===== config.mk =====
export PLATFORM = sky130hd
export DESIGN_NAME = binary_game_core
export DESIGN_NICKNAME = d
export VERILOG_FILES = /design/src/rtl/binary_game_core.sv
export SDC_FILE = /design/constraint.sdc
export NUM_CORES = 1
export LEC_CHECK = 0
export ABC_AREA = 1
export BUFFER_PORTS_ARGS = -buffer_cell sky130_fd_sc_hd__buf_2
export CELL_PAD_IN_SITES_DETAIL_PLACEMENT = 1
export CELL_PAD_IN_SITES_GLOBAL_PLACEMENT = 1
export CORE_MARGIN = 2
export CORE_UTILIZATION = 42
export DETAILED_ROUTE_END_ITERATION = 12
export PLACE_DENSITY_LB_ADDON = 0.1
export REMOVE_ABC_BUFFERS = 1
export SETUP_SLACK_MARGIN = 0.3
export SLEW_MARGIN = 10
export SYNTH_ARGS = -nofsm -noshare
export SYNTH_HDL_FRONTEND = slang
export SYNTH_SLANG_ARGS = --single-unit
export TNS_END_PERCENT = 30

===== constraint.sdc =====
create_clock -name clk -period 1.7 [get_ports clk]
set_input_delay 0.425 -clock clk [delete_from_list [all_inputs] [get_ports clk]]
set_output_delay 0.425 -clock clk [all_outputs]
set_load 0.05 [all_outputs]

===== src/rtl/binary_game_core.sv =====
// Binary-number guessing game: the player sets DIP switches to match a random target
// before a timeout. Includes input synchronisers, switch debounce, LFSR and round FSM.
module binary_game_core #(
    parameter int         DEBOUNCE_CYCLES = 16,
    parameter int         TIMEOUT_CYCLES  = 1000,
    parameter int         RESULT_CYCLES   = 8,
    parameter logic [7:0] LFSR_SEED       = 8'hA5
) (
    input  logic       clk,
    input  logic       rst,
    input  logic       ena,
    input  logic [7:0] sw,
    input  logic       start,
    output logic [7:0] target,
    output logic       busy,
    output logic       hit,
    output logic       miss,
    output logic [3:0] streak,
    output logic [7:0] sw_db
);

    localparam int DB_W = (DEBOUNCE_CYCLES > 2) ? $clog2(DEBOUNCE_CYCLES) : 1;
    localparam int TM_W = (TIMEOUT_CYCLES > 2) ? $clog2(TIMEOUT_CYCLES) : 1;
    localparam int RS_W = (RESULT_CYCLES > 2) ? $clog2(RESULT_CYCLES) : 1;

    localparam logic [DB_W-1:0] DB_LAST = DB_W'(DEBOUNCE_CYCLES - 1);
    localparam logic [TM_W-1:0] TM_LAST = TM_W'(TIMEOUT_CYCLES - 1);
    localparam logic [RS_W-1:0] RS_LAST = RS_W'(RESULT_CYCLES - 1);

    // Galois taps for x^8+x^6+x^5+x^4+1 in right-shift form.
    localparam logic [7:0] LFSR_TAPS = 8'hB8;

    typedef enum logic [1:0] {
        IDLE   = 2'd0,
        PLAY   = 2'd1,
        RESULT = 2'd2
    } state_t;

    state_t          state;
    state_t          state_next;

    logic [7:0]      sw_s1;
    logic [7:0]      sw_s2;
    logic            start_s1;
    logic            start_s2;
    logic            start_prev;
    logic            press;

    logic [7:0]      candidate;
    logic [DB_W-1:0] db_cnt;

    logic [7:0]      lfsr;
    logic [7:0]      lfsr_shift;
    logic [7:0]      lfsr_next;

    logic [TM_W-1:0] timer;
    logic [RS_W-1:0] rcnt;
    logic            result_hit;

    logic            match;
    logic            timeout;
    logic            rcnt_last;
    logic            load_round;
    logic            finish_hit;
    logic            finish_miss;
    logic            timer_inc;
    logic            rcnt_inc;

    // Two-flop synchronisers plus the previous synced start for edge detection.
    always_ff @(posedge clk) begin
        if (rst) begin
            sw_s1      <= '0;
            sw_s2      <= '0;
            start_s1   <= 1'b0;
            start_s2   <= 1'b0;
            start_prev <= 1'b0;
        end else if (ena) begin
            sw_s1      <= sw;
            sw_s2      <= sw_s1;
            start_s1   <= start;
            start_s2   <= start_s1;
            start_prev <= start_s2;
        end
    end

    assign press = start_s2 & ~start_prev;

    // Any change of the synced value restarts the stability count on the new candidate.
    always_ff @(posedge clk) begin
        if (rst) begin
            candidate <= '0;
            db_cnt    <= '0;
            sw_db     <= '0;
        end else if (ena) begin
            if (sw_s2 != candidate) begin
                candidate <= sw_s2;
                db_cnt    <= '0;
            end else if (db_cnt == DB_LAST) begin
                sw_db <= candidate;
            end else begin
                db_cnt <= db_cnt + 1'b1;
            end
        end
    end

    assign lfsr_shift = {1'b0, lfsr[7:1]} ^ (lfsr[0] ? LFSR_TAPS : 8'h00);
    assign lfsr_next  = (lfsr_shift == 8'h00) ? LFSR_SEED : lfsr_shift;

    always_ff @(posedge clk) begin
        if (rst) begin
            lfsr <= LFSR_SEED;
        end else if (ena) begin
            lfsr <= lfsr_next;
        end
    end

    assign match     = (sw_db == target);
    assign timeout   = (timer == TM_LAST);
    assign rcnt_last = (rcnt == RS_LAST);

    always_ff @(posedge clk) begin
        if (rst) begin
            state <= IDLE;
        end else if (ena) begin
            state <= state_next;
        end
    end

    // A match outranks timeout and give-up when they land in the same cycle.
    always_comb begin
        state_next  = state;
        load_round  = 1'b0;
        finish_hit  = 1'b0;
        finish_miss = 1'b0;
        timer_inc   = 1'b0;
        rcnt_inc    = 1'b0;
        case (state)
            IDLE: begin
                if (press) begin
                    state_next = PLAY;
                    load_round = 1'b1;
                end
            end
            PLAY: begin
                if (match) begin
                    state_next = RESULT;
                    finish_hit = 1'b1;
                end else if (timeout || press) begin
                    state_next  = RESULT;
                    finish_miss = 1'b1;
                end else begin
                    timer_inc = 1'b1;
                end
            end
            RESULT: begin
                if (rcnt_last) begin
                    state_next = IDLE;
                end else begin
                    rcnt_inc = 1'b1;
                end
            end
            default: begin
                state_next = IDLE;
            end
        endcase
    end

    always_ff @(posedge clk) begin
        if (rst) begin
            target     <= '0;
            timer      <= '0;
            rcnt       <= '0;
            result_hit <= 1'b0;
            streak     <= '0;
        end else if (ena) begin
            if (load_round) begin
                target <= lfsr;
                timer  <= '0;
            end
            if (timer_inc) begin
                timer <= timer + 1'b1;
            end
            if (finish_hit || finish_miss) begin
                rcnt       <= '0;
                result_hit <= finish_hit;
            end
            if (rcnt_inc) begin
                rcnt <= rcnt + 1'b1;
            end
            if (finish_hit && (streak != 4'hF)) begin
                streak <= streak + 1'b1;
            end
            if (finish_miss) begin
                streak <= '0;
            end
        end
    end

    assign busy = (state == PLAY);
    assign hit  = (state == RESULT) &  result_hit;
    assign miss = (state == RESULT) & ~result_hit;

endmodule


# [After elaboration in Yosys (flattened, before gate mapping)]
# Cells that the tools add are included.
[word_totals] regBits=75 in_bits=12 out_inout_bits=23 wordCells=82
[op_classes] n_addsub=4 eq_ne=12 muxes=27 bitwise_logic=7 n_reduce_logical=17
[op_table] operator="10-bit 2-to-1 mux" n=2
[op_table] operator="4-bit 2-to-1 mux" n=4
[op_table] operator="8-bit 2-to-1 mux" n=2
[op_table] operator="2-bit AND reduction" n=7
[op_table] operator="1-bit 2-to-1 mux" n=12
[op_table] operator="10-bit by 1-bit adder with 10-bit output (second input constant)" n=1
[op_table] operator="10-bit == test (second input constant)" n=1
[op_table] operator="4-bit by 1-bit adder with 4-bit output (second input constant)" n=2
[op_table] operator="8-bit == test" n=1
[op_table] operator="8-bit zero test" n=1
[op_table] operator="2-bit 2-to-1 mux" n=4
[op_table] operator="8-bit inequality test" n=1
[op_table] operator="7-bit by 8-bit XOR with 8-bit output" n=1
[op_table] operator="3-bit 2-to-1 mux" n=2
[op_table] operator="2-bit inequality test (second input constant)" n=3
[op_table] operator="2-bit case mux with 3 select lines" n=1
[op_table] operator="2-bit nonzero test" n=3
[op_table] operator="4-bit == test (second input constant)" n=1
[op_table] operator="4-bit inequality test (second input constant)" n=1
[op_table] operator="4-bit AND reduction" n=1
[op_table] operator="3-bit by 1-bit adder with 3-bit output (second input constant)" n=1
[op_table] operator="1-bit AND" n=3
[op_table] operator="3-bit == test (second input constant)" n=1
[op_table] operator="3-bit by 1-bit inequality test with 1-bit output (second input constant)" n=1
[op_table] operator="7 further kinds" n=10

# [Logic depth before layout (Yosys ltp)]
# Gate-level depths: netlist of the first run.
[logic_depth] depth_word=9 depth_mapped=12 depth_no_buf=12

# [Worst setup path after synthesis of the first run]
# No wires, ideal clock.
[synth_path] path_kind="register to register" from="reg target[5]" to="reg timer[0]" setup_time_ps=116 arrival_time_ps=1572 required_time_ps=1584 slack_ps=12 path_stages_with_launch=11 period_less_slack_ps=1688 cell_sequence="dfxtp_1 inv_1 nand2_1 nand2_1 nand2_1 nor2_1 nand2_1 nand4_1 buf_2 a21oi_1 nor2_1"
[synth_via] elab_chain_cells=5
[synth_lines] element="start: declaration" line_no="14" source="output logic [7:0] target,"
[synth_lines] element="start signal: assignment" line_no="177" source="target <= lfsr;"
[synth_lines] element="8-bit == test (*)" line_no="117" source="assign match = (sw_db == target);"
[synth_lines] element="1-bit 2-to-1 mux (*)" line_no="145" source="if (match) begin"
[synth_lines] element="1-bit 2-to-1 mux (*)" line_no="137" source="case (state)"
[synth_lines] element="2-bit nonzero test (no line)"
[synth_lines] element="2-bit AND reduction (no line)"
[synth_lines] element="end signal: assignment" line_no="181" source="timer <= timer + 1'b1;"
[synth_lines] element="end: declaration" line_no="56" source="logic [TM_W-1:0] timer;"
# Every way passes the cells marked *; elsewhere a longest branch is shown, timed or not.
# A chain may end at the register's enable or synchronous reset.

# [Worst setup path after layout of the first run]
[layout_path] from="reg timer[0]" to="reg timer[5]"
[layout_via] elab_chain_cells=7
[layout_lines] element="10-bit == test" line_no="118" source="assign timeout = (timer == TM_LAST);"
[layout_lines] element="1-bit logical OR" line_no="148" source="end else if (timeout || press) begin"
[layout_lines] element="1-bit 2-to-1 mux" line_no="148"
[layout_lines] element="1-bit 2-to-1 mux" line_no="145"
[layout_lines] element="1-bit 2-to-1 mux" line_no="137"
[layout_lines] element="2-bit nonzero test (no line)"
[layout_lines] element="2-bit AND reduction (no line)"
# Several ways; a longest one is shown, not always the timed one.

==> impl_metrics.toml, run 1 <==
[detailed_routing]
vias_per_cell = 5.13
wl_mm = 10.8
ant_nets = 0
drtIter0Drc = 102
wl_per_cell_microns = 15.9
drc = 0
drt_first_pass_iters = 4
via_count = 3493

[placed_design]
dp_cells = 637
placed_cell_area_sq_um = 3810
pre_cts_ws_ns = -0.0481
dp_hpwl_mm = 6.36
gp_congestion = 0.788
portBuffers = 34

[pwr]
worst_ir_drop_vdd_mv = 0.416
pwr_density_cell_nw_per_um2 = 830
leakagePower_nw = 2.11
power_mw = 3.86

[worst_setup_path]
r2r-start = "timer[0]"
path_class = "reg -> reg"
r2r_end = "timer[5]"
rr_worst_depth = 9
startpoint = "timer[0]"
cp-end-kind = "register"
cp.required_ns = 1.93
startpoint_type = "register"
arrival_ns = 1.87
r2r_slack_ns = 0.06
path_max_fanout = 6

[sta]
min_period_over_period_pct = 96.5
fin_ws_ns = 0.0601
setup_viol = 0
finalHoldViolations = 0
worstMarginPinSlew_ns = 0.332
hold_slack_ns = 0.303
min_period_ns = 1.64
clock_skew_ns = 0.00727
timing.fmax_mhz = 610
finalMaxSlewViolations = 0
slew-limit-headroom_pct = 77.9
rsz0062_at_grt = "true"

[finish]
drive_gt1_share_pct = 36.3
fin_cells = 681
multi_input_area_sq_um = 1990
nets = 589
fin_area_sq_um = 4640
fillers = 1033
syn_to_final_growth_pct = 34.4
regArea_sq_um = 1550
antenna_cells = 0

[global_route]
grt_max_degree = 48
grt_pass1_wl_mm = 15.7
grt_usage_pct = 22.4
antenna_found_initial = 0
grt-ovfl-total = 0
grt_pass1_vias = 3365

[clock_network]
cts_root_buffer = "clkbuf_8"
cts_tree = "done"
cts_made_buffers = 9
hold_buffers = 0
clock_latency_ns = 0.35
clk_pin_slew_ns = 0.08
cts_sinks = 75
clk_path_buf_depth = 2
h-tree-depth = 3

[logic_synthesis]
ys_top_cells_by_area = "dfxtp_1, nand2_1, nor2_1, inv_1, a21oi_1"
yosysUniqueCellTypes = 24
synth_fa_ha_area_share_pct = 1.81
synth_compound_area_share_pct = 13.8
yosys-top-cells-count = "nand2_1, nor2_1, dfxtp_1"
ys_warn_count = 0
synth_ff_type = "dfxtp_1"
async_flop_share_pct = 0
ys_ff_latch = 75
synth_cells = 503
ys_seq_area_share_pct = 43.4
synth_edf_count = 0
synth_simple_gate_area_share_pct = 28.4
netlist_area_sq_um = 3460
synth_most_common_cell = "nand2_1"
synth_xor_area_share_pct = 3.29
synth_top_family_by_area = "simple AND/OR/NAND/NOR gates"
avgSynthCellArea_sq_um = 6.87
synth_top_area_share_pct = 43.4
synth.area.mux_share_pct = 0
synth_top_cell_by_area = "dfxtp_1"

[floorplan]
die_w_microns = 94.7
fp.dieArea_sq_um = 8970
die_y_microns = 94.7
coreArea_sq_um = 8090
start_util_pct = 42.7
num_rows = 33
io-pin-count = 35

[hold_path]
min_from = "sw[1]"
holdPathStages = 3
worstHoldPathType = "in -> reg"
hold_end = "sw_s1[1]"

[flow_run]
max-cap-violations = 0

[status]
status = "finished clean"
-- power by group --
| part | total (mW) | switching, mW | internal, mW | leakage (nW) |
|---|---|---|---|---|
| Combinational | 0.612 | 0.385 | 0.227 | 1.39 |
| Clock | 1.34 | 0.676 | 0.660 | 0.0946 |
| Sequential | 1.91 | 0.0652 | 1.84 | 0.628 |
| Total | 3.86 | 1.13 | 2.73 | 2.11 |
-- per-stage QoR --
stage / TNS [ns] / utilization (%)
6_report: 0 / 57.4
5_1_grt: -0.0455 / 57.4
4_1_cts: 0 / 53.5
3_5_place_dp: -0.161 / 47.0
3_3_place_gp: 0 / 47.0
2_1_floorplan: -1.48 / -
-- worst max path at each step --
stage | end | slack (ns) | cells past startpoint
4_1_cts | miss | 0.15 | 4
5_1_grt | timer[5] | -0.05 | 11
3_5_place_dp | streak[1] | -0.05 | 10
2_1_floorplan | timer[0] | -0.16 | 10
3_3_place_gp | timer[5] | 0.09 | 9
6_report | timer[5] | 0.06 | 9
-- cells by family after synthesis --
group / Yosys count
simple gates: 236
fa+ha+maj: 5
flops: 75
buf+inv: 81
compound gates: 93
xor+xnor: 13
-- worst max-delay path: stages, from the launching register on --
cell and delay (ns):
dfxtp_2 0.35, ha_4 0.17, nand2_4 0.08, nor2_4 0.04
a21oi_4 0.22, nand4_1 0.18, buf_4 0.20, buf_6 0.13
nand3_1 0.09, a21oi_1 0.06
-- registers in the layout (all words and copies together), names as in the netlist --
register and cells:
state 2, db_cnt 4, timer 10, result_hit 1, streak 4, target 8
start_s1 1, lfsr 8, start_prev 1, sw_s2 8, sw_s1 8, start_s2 1
sw_db 8, candidate 8, rcnt 3
-- cells in the final DEF (no fill, tap or decap), types with 3 or more instances in the layout --
cell type,netlist,final
o21ai_0,43,41
nand3_2,1,7
nand2_2,3,14
xor2_1,10,9
dfxtp_2,0,32
nor2_1,91,77
buf_2,5,31
dfxtp_1,75,42
clkinv_2,0,4
inv_1,59,44
nand2_1,101,82
buf_12,0,3
a21oi_1,44,34
nand3_4,0,3
buf_6,1,5
o22ai_1,4,4
nand4_1,9,9
clkbuf_8,0,9
a21oi_2,0,9
inv_2,1,14
ha_1,5,4
nor2_2,3,13
nand3_1,24,15
nand2_4,0,7
nor2_4,0,4
buf_4,1,37
-- repair_timing --
item,CTS,global route
setup buffers,13,13
pin swaps,24,31
gates cloned,2,1
gates resized for setup,73,73
endpoints found under the setup margin,58,72
-- final cells by class --
cell class | count | share of cell area [%]
multi-input cells | 349 | 42.8
flip-flops and latches | 75 | 33.3
repair buffers | 77 | 12.2
inverters | 60 | 5.07
well taps | 105 | 2.83
clock buffers | 9 | 2.67
clock inverters | 6 | 1.24
-- metal layers --
metal  global-route usage, %  up-vias  wire length [microns]  share of wire, %
met5                       0        -                      0                 0
met4                    6.16        0                    134               1.2
met3                    4.71       13                    252               2.3
met2                    38.0       45                   5490                51
met1                    28.9     1693                   4940                46
li1                        -     1742                      -                 -
(Power assumes the default switching activity.)
==> run 2: changes to the inputs <==
CORE_UTILIZATION = 30   (was 42)
clock period = 1.6 ns   (was 1.7 ns; I/O delays follow)
==> impl_metrics.toml, run 2 (synthesis results as in run 1) <==
[finish]
antenna_cells = 0
final_common_cell = "nand2_1"
final_util_pct = 45.1
fin_cells = 728
syn_to_final_growth_pct = 47.6
fin_area_sq_um = 5100
regArea_sq_um = 1550
layout_common_cells = "nand2_1, nor2_1, buf_4"
nets = 597
drive_gt1_share_pct = 41.5
multi_input_area_sq_um = 2120
largest_reg_flops = 10
regMostFlops = "timer"
fillers = 1360

[floorplan]
die_y_microns = 111
coreArea_sq_um = 11300
io-pin-count = 35
start_util_pct = 30.5
fp.dieArea_sq_um = 12400
die_w_microns = 111
num_rows = 39

[clock_network]
cts_made_buffers = 9
clk_pin_slew_ns = 0.06
clk_path_buf_depth = 2
h-tree-depth = 3
cts_root_buffer = "clkbuf_16"
cts_sinks = 75
cts_tree = "done"
hold_buffers = 0
clock_latency_ns = 0.35

[worst_setup_path]
startpoint_type = "register"
max_stage_delay_ns = 0.33
arrival_ns = 1.78
path_class = "reg -> reg"
r2r_slack_ns = 0.06
r2r-start = "target[6]"
cp-end-kind = "register"
cp.required_ns = 1.84
slowest_stage = "dfxtp_2"
path_max_fanout = 5
r2r_end = "timer[0]"
crit_chain = "xnor2_2 -> nand2_2 -> nor2_4 -> nand2_4 -> nand4_1 -> inv_2 -> o21ai_0 -> nor2_1"
rr_worst_depth = 8

[global_route]
grt_pass1_vias = 3512
grt_max_degree = 57
grt-ovfl-total = 0
grt_pass1_wl_mm = 16.9
grt_usage_pct = 17.0
antenna_found_initial = 0

[sta]
finalMaxSlewViolations = 0
rsz0062_at_grt = "true"
min_period_ns = 1.54
min_period_over_period_pct = 96.4
finalHoldViolations = 0
setup_viol = 0
worstMarginPinSlew_ns = 0.311
timing.fmax_mhz = 648
setup_tns_ns = 0
slew-limit-headroom_pct = 79.2
fin_ws_ns = 0.0574
clock_skew_ns = 0.00657

[pwr]
leakagePower_nw = 2.17
worst_ir_drop_vdd_mv = 0.545
pwr_density_cell_nw_per_um2 = 930

[flow_run]
max-cap-violations = 0

[hold_path]
hold_end = "sw_s1[0]"
min_from = "sw[0]"
holdPathStages = 3
worstHoldPathType = "in -> reg"

[detailed_routing]
drt_first_pass_iters = 4
wl_per_cell_microns = 14.5
ant_nets = 0
vias_per_cell = 4.77
drtIter0Drc = 99
drc = 0
wl_mm = 10.6
via_count = 3474

[placed_design]
dp_cells = 689
dp_hpwl_mm = 6.67
portBuffers = 34
placed_cell_area_sq_um = 3950
gp_congestion = 0.782
pre_cts_ws_ns = -0.0708

[status]
status = "finished clean"
-- run 2: how the worst max path moves through the flow --
stage	from	endpoint
global placement	timer[0]	streak[1]
global route	sw_db[2]	timer[7]
CTS	rcnt[0]	rcnt[2]
floorplan	target[5]	timer[0]
finish	target[6]	timer[0]
detailed placement	timer[0]	streak[1]
-- run 2: power breakdown --
group / internal, mW / switching [mW]
Sequential: 1.96 / 0.0718
Combinational: 0.282 / 0.410
Clock: 1.22 / 0.800
-- run 2: metal layers --
| layer | part of all wire, % | GRT usage [%] | routed length [microns] | vias up |
|---|---|---|---|---|
| li1 | - | - | - | 1762 |
| met1 | 43 | 19.9 | 4570 | 1653 |
| met2 | 51 | 29.6 | 5420 | 41 |
| met3 | 2.6 | 3.59 | 278 | 18 |
| met4 | 2.8 | 8.15 | 295 | 0 |
| met5 | 0 | 0 | 0 | - |
-- run 2: worst max-delay path, delay by kind of cell, from the launching register on --
family | cells | cell delay, ns
buf+inv | 1 | 0.12
compound gates | 1 | 0.18
xor+xnor | 1 | 0.18
simple gates | 5 | 0.62
flops | 1 | 0.33
-- run 2: cell type report --
| cell class | count | share of cell area [%] |
|---|---|---|
| Tap cell | 143 | 3.51 |
| Sequential cell | 75 | 30.5 |
| Timing Repair Buffer | 85 | 14.2 |
| Clock inverter | 1 | 0.0981 |
| Inverter | 60 | 4.56 |
| Clock buffer | 15 | 5.64 |
| Multi-Input combinational cell | 349 | 41.5 |
-- run 2: per-stage QoR --
stage          total power, mW  hold slack [ns]
2_1_floorplan             2.34            0.435
4_1_cts                   4.66            0.268
3_5_place_dp              2.54            0.470
3_3_place_gp              2.53            0.455
6_report                  4.74            0.276
5_1_grt                   4.99            0.273
-- run 2: repair_timing --
action	4_1_cts	5_1_grt
buffers inserted	10	11
setup endpoints to repair	65	75
gates cloned	1	1
resized for setup	88	140
pin swaps	25	46
